[config.mk]
export PLATFORM = sky130hd
export DESIGN_NAME = universal_shift_reg
export DESIGN_NICKNAME = d
export VERILOG_FILES = /design/src/rtl/shift_pkg.sv /design/src/rtl/shift_word_counter.sv /design/src/rtl/universal_shift_reg.sv
export SDC_FILE = /design/constraint.sdc
export NUM_CORES = 1
export LEC_CHECK = 0
export BUFFER_PORTS_ARGS = -buffer_cell sky130_fd_sc_hd__buf_4
export CORE_AREA = 2 2 39 41
export CTS_CLUSTER_SIZE = 16
export DETAILED_ROUTE_END_ITERATION = 7
export DIE_AREA = 0 0 41 43
export PLACE_DENSITY = 0.7
export SETUP_SLACK_MARGIN = 0.05
export SLEW_MARGIN = 5
export SYNTH_ARGS = -nofsm -noshare
export SYNTH_HDL_FRONTEND = slang
export SYNTH_SLANG_ARGS = --single-unit
[constraint.sdc]
create_clock -name clk -period 0.9 [get_ports clk]
set_input_delay 0.09 -clock clk [delete_from_list [all_inputs] [get_ports clk]]
set_output_delay 0.09 -clock clk [all_outputs]
set_load 0.05 [all_outputs]
[src/rtl/shift_pkg.sv]
// Shared definitions for the universal shift register and its bench.
package shift_pkg;

  localparam int unsigned MODE_W = 2;

  localparam logic [MODE_W-1:0] MODE_HOLD = 2'b00;
  localparam logic [MODE_W-1:0] MODE_SHR  = 2'b01;
  localparam logic [MODE_W-1:0] MODE_SHL  = 2'b10;
  localparam logic [MODE_W-1:0] MODE_LOAD = 2'b11;

endpackage

[src/rtl/shift_word_counter.sv]
// Counts shifts since the last load/reset and pulses word_done on every N-th shift.
module shift_word_counter #(
  parameter int unsigned N     = 4,
  parameter int unsigned CNT_W = $clog2(N + 1)
) (
  input  logic clk,
  input  logic rst_n,
  input  logic shift_en,
  input  logic clear,
  output logic word_done
);

  localparam logic [CNT_W-1:0] CNT_LAST = CNT_W'(N - 1);

  logic [CNT_W-1:0] cnt;

  // Counter and one-cycle done pulse; any non-shifting edge drops the pulse.
  always_ff @(posedge clk) begin
    if (!rst_n) begin
      cnt       <= '0;
      word_done <= 1'b0;
    end else if (clear) begin
      cnt       <= '0;
      word_done <= 1'b0;
    end else if (shift_en) begin
      if (cnt == CNT_LAST) begin
        cnt       <= '0;
        word_done <= 1'b1;
      end else begin
        cnt       <= cnt + CNT_W'(1);
        word_done <= 1'b0;
      end
    end else begin
      word_done <= 1'b0;
    end
  end

endmodule

[src/rtl/universal_shift_reg.sv]
// N-bit universal shift register: hold / shift right / shift left / load,
// with a word counter for SIPO/PISO use.
// Optional macro ROTATE_EN adds a rotate input that recirculates the
// outgoing bit instead of taking sin_r/sin_l.
module universal_shift_reg
  import shift_pkg::*;
#(
  parameter int unsigned N = 4
) (
  input  logic              clk,
  input  logic              rst_n,
  input  logic [MODE_W-1:0] mode,
  input  logic [N-1:0]      d,
  input  logic              sin_r,
  input  logic              sin_l,
`ifdef ROTATE_EN
  input  logic              rotate,
`endif
  output logic [N-1:0]      q,
  output logic              so_r,
  output logic              so_l,
  output logic              word_done
);

  localparam int unsigned CNT_W = $clog2(N + 1);

  logic [N-1:0] q_nxt;
  logic         fill_r;
  logic         fill_l;
  logic         shift_en;
  logic         clear;

  // Select the bit entering the register on each shift direction.
  always_comb begin
    fill_r = sin_r;
    fill_l = sin_l;
`ifdef ROTATE_EN
    if (rotate) begin
      fill_r = q[0];
      fill_l = q[N-1];
    end
`endif
  end

  // Next-state mux and counter controls per mode.
  always_comb begin
    q_nxt    = q;
    shift_en = 1'b0;
    clear    = 1'b0;
    case (mode)
      MODE_SHR: begin
        q_nxt    = {fill_r, q[N-1:1]};
        shift_en = 1'b1;
      end
      MODE_SHL: begin
        q_nxt    = {q[N-2:0], fill_l};
        shift_en = 1'b1;
      end
      MODE_LOAD: begin
        q_nxt = d;
        clear = 1'b1;
      end
      default: q_nxt = q;
    endcase
  end

  // Register contents; reset overrides every mode.
  always_ff @(posedge clk) begin
    if (!rst_n) begin
      q <= '0;
    end else begin
      q <= q_nxt;
    end
  end

  assign so_r = q[0];
  assign so_l = q[N-1];

  shift_word_counter #(
    .N     (N),
    .CNT_W (CNT_W)
  ) u_counter (
    .clk       (clk),
    .rst_n     (rst_n),
    .shift_en  (shift_en),
    .clear     (clear),
    .word_done (word_done)
  );

endmodule

Yosys cells after proc, flatten, opt, wreduce, memory -nomap -nowiden
Cells that the tools add are included.

Register bits: 8. Input port bits: 10. Output and inout bits: 7. Word-level logic and storage cells: 19.

$add $sub $neg: 1. Eq/ne operators: 4. Mux-type cells: 5. Bitwise operators: 2. Reduce and logical (&&, ||, !) cells: 4.

Operators with widths (count): one-hot mux 4 bit (3 select lines) (1); equality test 2 bit, second input constant (2); OR reduction 2 bit (2); adder 3 x 1 -> 3 bit, second input constant (1); equality test 3 x 2 -> 1 bit, second input constant (1); two-way mux 1 bit (3); two-way mux 3 bit (1); nonzero test 3 bit (1); OR reduction 3 bit (1); equality test 2 x 1 -> 1 bit, second input constant (1); NOT 1 bit (2).

Depth between registers and ports, before layout
Word-level depth: 5. Gate-level depth with buffers: 5. Mapped depth without buffers: 5.

By module
A second synthesis with hierarchy kept.

Cell total of the unflattened synthesis: 48. Area, all modules: 427.9 µm².

By module, submodules not included: universal_shift_reg (instances 1, cells each 32, area an instance 262.8 µm², seq. area each 80.1 µm²); shift_word_counter (instances 1, cells each 16, area an instance 165.2 µm², seq. area each 80.1 µm²).

Least setup slack after synthesis
Ideal clock, no wire load.

Path kind: register -> register. Start point: register q[0]. End point: register q[1]. Setup time: 70 ps. Data arrival time: 955 ps. Required time: 830 ps. Setup slack: -125 ps. Cell stages (with the launch flop): 3. Buffers on the path: 0. Clock period less this slack: 1025 ps. Cells stage by stage: dfxtp_1 > a221oi_1 > a21oi_1.

Word-level cells in the longest chain between the ends: 1.

RTL lines: start: declaration (line universal_shift_reg.sv:19) `output logic [N-1:0] q,`; start signal: assignment (line universal_shift_reg.sv:72) `q <= q_nxt;`; one-hot mux 4 bit (3 select lines) (line universal_shift_reg.sv:50) `case (mode)`.

Every way passes these cells. A chain may end at the register's enable or synchronous reset.

Final worst setup path
Start point: register q[3]. End point: output port q[3].

No word-level cell between the ends.

==> summary.md <==
| Metric | Value |
|---|---|
| Row cnt | `14` |
| Worst r2r src | `u_counter.cnt[1]` |
| R2r setup slk | `0.04 ns` |
| CP max FO | `4` |
| Commonest non-fill, non-tap cell in the layout | `buf_4` |
| Gr usage total | `14.8%` |
| Required @ worst endpoint | `0.81 ns` |
| Drt first-iter violations | `2` |
| Initial antenna violation count | `0` |
| Post-Route WL | `1.12 mm` |
| Vias in the first global route | `436` |
| Hold Crit Class | `in -> reg` |
| Pin count of the biggest net entering global routing | `8` |
| Worst EP arrival | `0.79 ns` |
| Cells along the critical path | `buf_8` |
| Crit Path Class | `reg -> out` |
| FMAX | `1140 MHz` |
| Hold path start | `d[2]` |
| Fin util | `56.1%` |
| Ports | `17` |
| Cts bufs inserted | `3` |
| TritonRoute pass-1 iters | `4` |
| Crit path max-delay family | `flip-flops` |
| Commonest non-fill, non-tap cells in the layout | `buf_4 (16), a21oi_1 (7), buf_8 (6)` |
| Clock latency at the later pin of the worst-skew pair | `0.26 ns` |
| Synthesized flop and latch total | `8` |
| Fin. max-slew vios | `0` |
| # H-tree levels | `1` |
| CP startpoint kind | `flop` |
| Syn_area_per_cell | `8.94 sq um` |
| Vias | `444` |
| Initial Util | `31.0%` |
| Least-Margin Pin Slew | `0.203 ns` |
| Clock slew at reported path FFs | `0.06 ns` |
| Grt ovf | `0` |
| Vias/cell | `5.05` |
| Worst VDD drop | `0.000634 V` |
| Slowest-stage cell, CP | `dfxtp_4` |
| Final Cycle Share | `97.3%` |
| Dpl cells | `85` |
| Area Overhead vs Synth | `81.0%` |
| Non-Filler Instances | `88` |
| First-pass GRT wire length | `1.77 mm` |
| DRC Markers | `0` |
| P_leak | `0.325 nW` |
| Netlist cell types | `16` |
| Slowest Stage Delay on Critical Path | `0.38 ns` |
| Post-route ant nets | `0` |
| Clk sinks | `8` |
| RSZ-0062 raised after global routing | `yes` |
| Routability cong. | `0.725` |
| Worst r2r path cells | `4` |
| FILL cells | `131` |
| Port bufs | `16` |
| CTS Root Cell | `clkbuf_4` |
| FF-to-FF End | `u_counter.cnt[0]` |
| Die area | `0.00176 sq mm` |
| Hold EP | `q[2]` |
| Critical path buffers and inverters | `1` |
| Setup_tns | `0 ns` |
| # diodes | `0` |
| Floorplan core area | `0.00138 sq mm` |
| Final HPWL DP | `780 microns` |
| Seq/Total Area, Yosys | `37.3%` |
| Die H | `43 microns` |
| Clock skew after layout | `0.00309 ns` |
| Final Hold Viols | `0` |
| Post-Syn Nets | `63` |
| Post-CTS Setup Inserts | `0` |
| Cell Pwr Density | `1310 mW/mm^2` |
| Share of post-route cells with drive strength above 1 | `63.9%` |
| Yosys warns | `0` |
| Worst setup EP type | `output pin` |
| Final #Nets | `89` |
| Status | `finished, final reports clean` |
| Cell count after synthesis | `48` |
| Die Wd | `41 microns` |
| Post-layout minimum cycle time | `0.876 ns` |
| Pre-CTS setup slack | `-0.159 ns` |
| Max-Cap Viols | `0` |
| Clock Tree Buf Depth | `2` |
| Relative slew slack | `86.3%` |
| Setup violators final | `0` |
| CTS tree | `built` |
| Drt wl/cell | `12.8 microns` |
| Worst Hold Depth | `3` |
| Final worst slack | `0.0241 ns` |
| Post-Syn Area | `429 sq um` |
cell usage after synthesis:
| master | count | area [sq um] |
|---|---|---|
| ha_1 | 5 | 62.6 |
| o21a_2 | 1 | 8.76 |
| nand2b_1 | 4 | 25.0 |
| inv_1 | 3 | 11.3 |
| nand3b_1 | 1 | 7.51 |
| buf_4 | 2 | 15.0 |
| nand3_1 | 1 | 5.00 |
| nand2_1 | 4 | 15.0 |
| a221oi_1 | 3 | 26.3 |
| nor3b_1 | 1 | 7.51 |
| and4b_1 | 1 | 10.0 |
| o21ai_0 | 4 | 20.0 |
| nor2_2 | 1 | 6.26 |
| nor4b_1 | 1 | 8.76 |
| a21oi_1 | 8 | 40.0 |
| dfxtp_1 | 8 | 160 |
sequential cells by signal, summed over array words and instances (netlist names):
name,count
q,4
u_counter.cnt,3
u_counter.word_done,1
metrics by stage:
stage | hold slack, ns | total power, mW | cell area [sq um]
5_1_grt | 0.0887 | 1.07 | 777
2_1_floorplan | 0.213 | 0.577 | 474
6_report | 0.0760 | 1.02 | 777
3_5_place_dp | 0.338 | 0.682 | 652
4_1_cts | 0.0713 | 0.998 | 741
3_3_place_gp | 0.334 | 0.678 | 652
layer usage:
layer	up-vias	routed length [microns]	GRT usage (%)
li1	221	-	-
met1	202	471	17.7
met2	16	559	23.1
met3	5	63	4.71
met4	0	30	6.00
met5	-	0	0
cells by family (layout without fill, tap and decap cells):
group,after synthesis,count (layout),synth area share [%]
flip-flops,8,8,37.3
buffers and inverters,5,29,6.12
AO/OA/AOI/OAI,16,16,22.2
adder cells (fa/ha/maj),5,5,14.6
AND/OR/NAND/NOR,14,14,19.8
worst max-delay path by stage:
| stage | cells after the start | startpoint | end | slack [ns] |
|---|---|---|---|---|
| final | 1 | q[3] | q[3] | 0.02 |
| after global routing | 3 | u_counter.cnt[1] | u_counter.word_done | -0.007 |
| after global placement | 5 | mode[0] | u_counter.word_done | -0.15 |
| after floorplan | 2 | q[2] | q[1] | 0.02 |
| after CTS | 1 | q[3] | q[3] | 0.02 |
| after detailed placement | 6 | mode[0] | q[2] | -0.16 |
what timing repair did:
item,in CTS,in global routing
endpoints found under the setup margin,10,15
gates resized for setup,18,9
pin swaps,2,5
hold buffers,0,0
where the power goes:
part	switching (mW)	internal, mW
clock network	0.130	0.153
logic	0.163	0.163
registers	0.0320	0.375
total	0.325	0.691
cell type report:
type | count | area, sq um | share of cell area, %
multi-input cells | 35 | 324 | 41.7
inverters | 3 | 11.3 | 1.45
repair buffers | 23 | 221 | 28.5
clock buffers | 3 | 22.5 | 2.90
well taps | 16 | 20.0 | 2.58
flip-flops and latches | 8 | 178 | 22.9
Note: power is estimated with default switching activity, not from simulation.
